$ cat src/rtl/dmem_pkg.sv
// Shared types and sizing helpers for the LEGv8 data-memory responder.
package dmem_pkg;

  typedef enum logic {CLEAR, READY} dmemState_e;

  localparam int CNT_W = 32;

  // Width of the word index (and the clear counter) for a given array depth.
  function automatic int idxWidth(input int depth);
    return (depth > 1) ? $clog2(depth) : 1;
  endfunction

endpackage

$ cat src/rtl/dmem_clear_fsm.sv
// Post-reset zero-fill sequencer: walks every word index once, then hands the
// array over to the pipeline.
module dmem_clear_fsm
  import dmem_pkg::*;
#(
  parameter int DEPTH = 64,
  localparam int IW   = idxWidth(DEPTH)
) (
  input  logic          clk,
  input  logic          reset,
  output logic          busy,
  output logic          clear_we,
  output logic [IW-1:0] clear_idx
);

  dmemState_e    state, stateNxt;
  logic [IW-1:0] clrIdx, clrIdxNxt;

  always_ff @(posedge clk or negedge reset) begin
    if (!reset) begin
      state  <= CLEAR;
      clrIdx <= '0;
    end else begin
      state  <= stateNxt;
      clrIdx <= clrIdxNxt;
    end
  end

  always_comb begin
    stateNxt  = state;
    clrIdxNxt = clrIdx;
    busy      = 1'b0;
    clear_we  = 1'b0;
    clear_idx = clrIdx;
    case (state)
      CLEAR: begin
        busy     = 1'b1;
        clear_we = 1'b1;
        // Leave on the last index so the counter never wraps.
        if (clrIdx == IW'(DEPTH - 1)) stateNxt  = READY;
        else                          clrIdxNxt = clrIdx + 1'b1;
      end
      READY:   ;
      default: stateNxt = CLEAR;
    endcase
  end

endmodule

$ cat src/rtl/dmem_responder.sv
// Data-memory slave for the LEGv8 MEM stage: word-addressed N-bit array,
// zero-latency loads, one-edge stores, sticky illegal-access flag.
// Optional DMEM_PERF_CNT_EN adds saturating rd_count / wr_count outputs.
module dmem_responder
  import dmem_pkg::*;
#(
  parameter int N     = 64,
  parameter int DEPTH = 64
) (
  input  logic             clk,
  input  logic             reset,
  input  logic [N-1:0]     DM_addr,
  input  logic [N-1:0]     DM_writeData,
  input  logic             DM_writeEnable,
  input  logic             DM_readEnable,
  output logic [N-1:0]     DM_readData,
  output logic             busy,
  output logic             err
`ifdef DMEM_PERF_CNT_EN
  ,
  output logic [CNT_W-1:0] rd_count,
  output logic [CNT_W-1:0] wr_count
`endif
);

  localparam int           IW         = idxWidth(DEPTH);
  localparam logic [N-1:0] ADDR_LIMIT = N'(DEPTH) << 3;

  logic [N-1:0]  mem [DEPTH];
  logic          clearWe;
  logic [IW-1:0] clearIdx;
  logic [IW-1:0] wordIdx;
  logic          illegal, loadOk, storeOk, badAccess;

  dmem_clear_fsm #(.DEPTH(DEPTH)) uClear (
    .clk       (clk),
    .reset     (reset),
    .busy      (busy),
    .clear_we  (clearWe),
    .clear_idx (clearIdx)
  );

  assign wordIdx   = DM_addr[IW+2:3];
  assign illegal   = (DM_addr[2:0] != 3'b000) || (DM_addr >= ADDR_LIMIT);
  assign loadOk    = !busy && DM_readEnable  && !illegal;
  assign storeOk   = !busy && DM_writeEnable && !illegal;
  assign badAccess = !busy && (DM_readEnable || DM_writeEnable) && illegal;

  // Read is combinational so the old word is seen on a same-cycle load+store.
  assign DM_readData = loadOk ? mem[wordIdx] : '0;

  // No async reset on the array; a store coinciding with reset is gated off.
  always_ff @(posedge clk) begin
    if (reset) begin
      if (clearWe)      mem[clearIdx] <= '0;
      else if (storeOk) mem[wordIdx]  <= DM_writeData;
    end
  end

  always_ff @(posedge clk or negedge reset) begin
    if (!reset)         err <= 1'b0;
    else if (badAccess) err <= 1'b1;
  end

`ifdef DMEM_PERF_CNT_EN
  always_ff @(posedge clk or negedge reset) begin
    if (!reset) begin
      rd_count <= '0;
      wr_count <= '0;
    end else begin
      if (loadOk  && rd_count != '1) rd_count <= rd_count + 1'b1;
      if (storeOk && wr_count != '1) wr_count <= wr_count + 1'b1;
    end
  end
`endif

endmodule

$ cat config.mk
export PLATFORM = sky130hd
export DESIGN_NAME = dmem_responder
export DESIGN_NICKNAME = d
export VERILOG_FILES = /design/src/rtl/dmem_pkg.sv /design/src/rtl/dmem_clear_fsm.sv /design/src/rtl/dmem_responder.sv
export SDC_FILE = /design/constraint.sdc
export NUM_CORES = 2
export LEC_CHECK = 0
export ABC_AREA = 1
export BUFFER_PORTS_ARGS = -buffer_cell sky130_fd_sc_hd__buf_4
export CELL_PAD_IN_SITES_DETAIL_PLACEMENT = 1
export CELL_PAD_IN_SITES_GLOBAL_PLACEMENT = 1
export CORE_ASPECT_RATIO = 0.8
export CORE_MARGIN = 10
export CORE_UTILIZATION = 25
export CTS_BUF_LIST = sky130_fd_sc_hd__clkbuf_16
export DETAILED_ROUTE_END_ITERATION = 10
export PLACE_DENSITY = 0.55
export SLEW_MARGIN = 25
export SYNTH_ARGS = -nofsm -noshare
export SYNTH_HDL_FRONTEND = slang
export SYNTH_SLANG_ARGS = --single-unit
$ cat constraint.sdc
create_clock -name clk -period 5 [get_ports clk]
set_input_delay 0.25 -clock clk [delete_from_list [all_inputs] [get_ports clk]]
set_output_delay 0.25 -clock clk [all_outputs]
set_load 0.005 [all_outputs]
Word-level counts from Yosys, hierarchy flattened
Memories as Yosys holds them, arrays and structs flattened.
Cells that the tools add are included.
{"block": "totals", "reg_bits": 8, "mem_bits_rw": 4096, "input_bits": 132, "word_cells": 34, "n_memories": 1}
{"block": "classes", "add_sub_neg": 1, "magnitude_cmp": 1, "eq_ne": 1, "mux": 13, "bitwise_logic": 2, "n_reduce_logical": 12}
{"memory": "mem", "depth": 64, "word_bits": 64, "read_ports": 1, "rd_ports_with_merged_regs": 0, "write_ports": 1, "line_no": "dmem_responder.sv:29", "text": "logic [N-1:0] mem [DEPTH];"}
{"cell": "$mux 64", "n": 2}
{"cell": "$ge 64x10->1 const B", "n": 1}
{"cell": "$reduce_or 64->1", "n": 1}
{"cell": "$mux 1", "n": 10}
{"cell": "$add 6x1->6 const B", "n": 1}
{"cell": "$eq 6x6->1 const B", "n": 1}
{"cell": "$logic_and 1x1->1", "n": 6}
{"cell": "$mux 6", "n": 1}
{"cell": "$reduce_bool 3->1", "n": 1}
{"cell": "$logic_or 1x1->1", "n": 2}
{"cell": "$not 1->1", "n": 2}
{"cell": "$reduce_and 2->1", "n": 1}
{"cell": "$logic_not 1->1", "n": 1}

Longest topological paths before layout
{"block": "depth", "ltp_word": 10, "ltp_mapped": 13, "ltp_nobuf": 11}

Cells and area by module
From an unflattened synthesis, not the netlist that was laid out.
{"block": "unflattened", "hier_cells": 13558, "area_unflattened_um2": 164106.1}
{"mod": "dmem_responder", "n_inst": 1, "cells_each": 13515, "area_each_um2": 163739.5}
{"mod": "dmem_clear_fsm", "n_inst": 1, "cells_each": 43, "area_each_um2": 366.6}

Least setup slack after synthesis
No wires, ideal clock.
{"block": "synth_timing", "path_kind": "input port to flip-flop", "startpoint": "input port DM_addr[0]", "endpoint": "memory mem[32][0], enable pin", "t_arrival_ps": 4233, "required_ps": 4513, "slack_ps": 281, "cell_stages": 9, "path_buffers": 1, "path_cell_list": "or2_1 nor2_1 nand2_1 nor2_4 nand3_2 buf_6 o21ai_1 nand3_2 nor2_1"}
{"block": "synth_via", "elab_chain_cells": 10, "elab_cells_between_ends": 12, "cone_classes": "order compare (1); mux (6); reduce/logical (5)"}
{"item": "start, declared", "line_no": "dmem_responder.sv:12", "text": "input logic [N-1:0] DM_addr,"}
{"item": "$ge 64x10->1 or $reduce_bool 3->1 (tied branches)", "line_no": "dmem_responder.sv:44", "text": "assign illegal = (DM_addr[2:0] != 3'b000) || (DM_addr >= ADDR_LIMIT);"}
{"item": "$logic_or 1x1->1 *", "line_no": "dmem_responder.sv:44"}
{"item": "$logic_not 1->1 *", "line_no": "dmem_responder.sv:46", "text": "assign storeOk = !busy && DM_writeEnable && !illegal;"}
{"item": "$logic_and 1x1->1 *", "line_no": "dmem_responder.sv:46"}
{"item": "$mux 1 *", "line_no": "dmem_responder.sv:56", "text": "else if (storeOk) mem[wordIdx] <= DM_writeData;"}
{"item": "$mux 1 *", "line_no": "dmem_responder.sv:55", "text": "if (clearWe) mem[clearIdx] <= '0;"}
{"item": "$mux 1 *", "line_no": "dmem_responder.sv:54", "text": "if (reset) begin"}
{"item": "$mux 1 (implied by the code) *", "line_no": "dmem_responder.sv:56"}
{"item": "$reduce_or 64->1 (no source line)"}
{"item": "$mux 6 (no source line) or $mux 1 (tied branches)"}
{"item": "end, declared", "line_no": "dmem_responder.sv:29"}
Mark *: on every way between the ends. The rest lies on a longest branch, timed or not.

Final worst setup path
{"block": "layout_timing", "startpoint": "register uClear.state", "endpoint": "memory mem[58][52], enable pin"}
{"block": "layout_via", "elab_chain_cells": 8, "elab_cells_between_ends": 12, "cone_classes": "mux (9); reduce/logical (3)"}
{"item": "start, declared", "line_no": "dmem_clear_fsm.sv:16", "text": "dmemState_e state, stateNxt;"}
{"item": "start signal, assigned", "line_no": "dmem_clear_fsm.sv:24", "text": "state <= stateNxt;"}
{"item": "$logic_and 1x1->1 (2 in a row)", "line_no": "dmem_responder.sv:46"}
{"item": "$mux 1", "line_no": "dmem_responder.sv:56"}
{"item": "$mux 1", "line_no": "dmem_responder.sv:55"}
{"item": "$mux 1", "line_no": "dmem_responder.sv:54"}
{"item": "$mux 1 (implied by the code)", "line_no": "dmem_responder.sv:56"}
{"item": "$reduce_or 64->1 (no source line)"}
{"item": "$mux 6 (no source line) or $mux 1 (tied branches)"}
Several ways; a longest one is shown, not always the timed one.

==> impl_metrics.env <==
export IMPL_r2r_cells=10
export IMPL_vdd_ir_drop_max_uv=280.0
export IMPL_syn_area_mm2=0.1642
export IMPL_min_delay_worst_endpoint="mem[34][12]$_DFFE_PP_"
export IMPL_yosysTopAreaCellShare=0.7491
export IMPL_root_buffer="clkbuf_16"
export IMPL_intPower_mw=55.41
export IMPL_p_switching_mw=17.20
export IMPL_synthesis_nets=13680
export IMPL_num_fill_cells=71060
export IMPL_wl_um=626200
export IMPL_std_cell_rows=266
export IMPL_arrival_ns=5.08
export IMPL_reg2reg_setup_slack_ns=0.61
export IMPL_hold_violations=0
export IMPL_cp_max_fo=27
export IMPL_slowest_delay_ns=0.96
export IMPL_worst_setup_path_end_kind="flip-flop"
export IMPL_rsz0062_at_grt="false"
export IMPL_p_seq_frac=0.513
export IMPL_cp_num_buf_inv=3
export IMPL_grt_max_degree=164
export IMPL_layout_setup_ws_ns=0.6058
export IMPL_wl_per_cell_um=27.38
export IMPL_p_leak_nw=64.66
export IMPL_yosysSeqAreaShare=0.7503
export IMPL_reg2reg_to="mem[58][52]$_DFFE_PP_"
export IMPL_die_h_um=744.9
export IMPL_ios=198
export IMPL_hp_start="DM_writeData[12]"
export IMPL_fmax_mhz=227.6
export IMPL_drv_cap=0
export IMPL_clock_sinks=4104
export IMPL_p_sw_frac=0.2369
export IMPL_register_area_mm2=0.1232
export IMPL_min_period_over_period=0.8788
export IMPL_cts_made_buffers=424
export IMPL_critical_path_top_delay_family="simple AND/OR/NAND/NOR gates"
export IMPL_cts_tree="done"
export IMPL_clock_skew_ns=0.08960
export IMPL_core_mm2=0.6553
export IMPL_grtUsageTotal=0.1744
export IMPL_grt_ovfl_total=0
export IMPL_drt_iter0_markers=12200
export IMPL_combPwrFrac=0.060
export IMPL_min_period_ns=4.394
export IMPL_synthDistinctLibCells=31
export IMPL_timing_rr_start="uClear.state$_DFF_PN0_"
export IMPL_syn_avg_cell_area_um2=12.12
export IMPL_gp_congestion=0.7772
export IMPL_ys_top_cells_by_area="edfxtp_1 75%, nand3_1 12%, nand2_1 9.6%, clkbuf_1 1.2%, buf_2 0.74%"
export IMPL_path_cells="nand2_1 -> nor2_1 -> nand3_4 -> buf_4 -> buf_4 -> nand2_1 -> nand2_1 -> nand4_2 -> nor2_4 -> buf_12"
export IMPL_worstPathRequired_ns=5.69
export IMPL_multi_input_area_mm2=0.03792
export IMPL_ys_warn_count=0
export IMPL_drt_pre_antenna_iters=5
export IMPL_finalInstanceArea_mm2=0.1942
export IMPL_layout_nets=13940
export IMPL_place_hpwl_um=360400
export IMPL_io_buffer_count=197
export IMPL_hold_class="primary input to flip-flop"
export IMPL_critPathKind="flip-flop to flip-flop"
export IMPL_synthCells=13550
export IMPL_relSlewSlack=0.3387
export IMPL_ys_ff_latch=4104
export IMPL_grt_pass1_vias=111100
export IMPL_area_delta_synth_final_pct=18.27
export IMPL_clk_pin_slew_ns=0.06
export IMPL_worst_slew_pin_slew_ns=0.9919
export IMPL_drive_gt1_frac=0.1003
export IMPL_num_vias=112100
export IMPL_pwr_share_clk=0.427
export IMPL_pre_cts_ws_ns=0.4635
export IMPL_htreeDepth=5
export IMPL_critPathSlowestCell="nor2_4"
export IMPL_placed_area_mm2=0.1805
export IMPL_status="finished clean"
export IMPL_power_density_mw_per_mm2=373.9
export IMPL_setup_violations=0
export IMPL_hold_depth=4
export IMPL_maxSlewViolCount=0
export IMPL_cpMostUsedCell="nand2_1"
export IMPL_remaining_drc_errors=0
export IMPL_viasPerCell=4.899
export IMPL_antenna_found_initial=25
export IMPL_fp_dieW_um=926.1
export IMPL_cts_max_path_buffers=4
export IMPL_start_util=0.2506
export IMPL_grt_pass1_wl_um=881900
export IMPL_fin_tns_setup_ns=0
export IMPL_synth_area_leader_cell="edfxtp_1"
export IMPL_die_area_mm2=0.6898
export IMPL_ant_nets=0
export IMPL_worstSetupStartpointType="flip-flop"
export IMPL_worstSkewPairLatency_ns=1.04
-- sequential cells by signal, indices dropped and copies added (netlist names) --
register          count
err                   1
uClear.state          1
uClear.clear_idx      6
mem                4096
-- layout by cell type, fill, tap and decap left out, types with 9 or more instances in the layout --
cell type,Yosys,final
clkbuf_16,0,430
clkinv_1,0,103
inv_6,0,9
inv_1,76,182
clkinvlp_4,0,9
dlygate4sd3_1,0,46
buf_12,0,227
diode_2,0,11
edfxtp_1,4096,4096
buf_4,0,460
clkinv_8,0,11
clkinv_2,0,70
nor2_4,1,129
nand2_1,4189,4189
nor2_1,243,115
bufinv_16,0,28
o21ai_0,13,13
nand3_1,3950,3950
-- worst reg2reg max path, cell delays in order, from the launching register on --
cell	delay, ns
dfrtp_1	0.43
nand2_1	0.08
nor2_1	0.09
nand3_4	0.24
buf_4	0.28
buf_4	0.65
nand2_1	0.12
nand2_1	0.31
nand4_2	0.57
nor2_4	0.96
buf_12	0.28
-- cell families after synthesis --
family / count (synthesis) / synth area share
buffers and inverters: 991 / 0.02461
xor gates and xnor gates: 5 / 0.0002667
and+or+nand+nor: 8414 / 0.2235
DFF: 4104 / 0.7503
AOI/OAI and AO/OA: 31 / 0.001257
adders and majority gates: 1 / 0.00007619
-- cell usage after synthesis (all sizes together) --
| cell | instances |
|---|---|
| inv | 82 |
| xnor2 | 1 |
| edfxtp | 4096 |
| nor3 | 1 |
| nand4 | 16 |
| o22ai | 5 |
| dfrtp | 8 |
| nor2 | 245 |
| or2 | 2 |
| and2 | 1 |
| o21ai | 21 |
| ha | 1 |
| nand3b | 1 |
| xor2 | 4 |
| a21oi | 5 |
| nand2 | 4190 |
| buf | 379 |
| nand3 | 3958 |
| clkbuf | 530 |
-- power groups by stage --
stage / Combinational, mW / Clock [mW] / Sequential, mW
3_5_place_dp: 4.33 / 0 / 38.0
3_3_place_gp: 4.30 / 0 / 38.0
4_1_cts: 4.38 / 31.5 / 37.2
2_1_floorplan: 2.36 / 0 / 38.0
5_1_grt: 4.74 / 32.9 / 37.2
6_report: 4.37 / 31.0 / 37.3
-- metrics by stage --
step	utilization	hold slack (ns)	total power, mW	instances
floorplan	-	-0.04559	40.35	13550
global placement	0.2754	0.1053	42.28	22040
detailed placement	0.2754	0.1056	42.32	22040
CTS	0.2963	0.02126	73.16	22860
global route	0.2963	0.05009	74.86	22860
finish	0.2963	0.08761	72.61	22870
-- timing repair --
action,4_1_cts,5_1_grt
buffers inserted,0,0
hold buffers,46,0
endpoints found under the setup margin,0,0
gates resized for setup,0,0
endpoints found under the hold margin,1801,0
-- worst max-delay path by stage --
stage,depth (start not counted),to,slack [ns],startpoint
5_1_grt,10,mem[58][48]$_DFFE_PP_,0.46,uClear.state$_DFF_PN0_
6_report,10,mem[58][52]$_DFFE_PP_,0.61,uClear.state$_DFF_PN0_
4_1_cts,10,mem[58][42]$_DFFE_PP_,0.59,uClear.state$_DFF_PN0_
3_3_place_gp,13,mem[58][63]$_DFFE_PP_,0.40,DM_addr[14]
3_5_place_dp,13,mem[58][4]$_DFFE_PP_,0.46,DM_addr[14]
2_1_floorplan,9,mem[32][0]$_DFFE_PP_,0.28,DM_addr[0]
-- layer usage --
| metal | GRT usage | routed length, µm | vias up |
|---|---|---|---|
| met5 | 0 | 43 | - |
| met4 | 0.04302 | 16560 | 6 |
| li1 | - | - | 48930 |
| met1 | 0.2558 | 291700 | 58940 |
| met2 | 0.2735 | 283000 | 3422 |
| met3 | 0.02054 | 34960 | 754 |
-- cell type report --
type,count,share of cell area
multi-input cells,8451,0.1953
clock inverters,346,0.01275
well taps,8710,0.05612
inverters,82,0.001804
repair buffers,739,0.04407
flip-flops and latches,4104,0.6344
clock buffers,430,0.05541
diodes,11,0.0001418
Power figures use the tool's default switching activity.
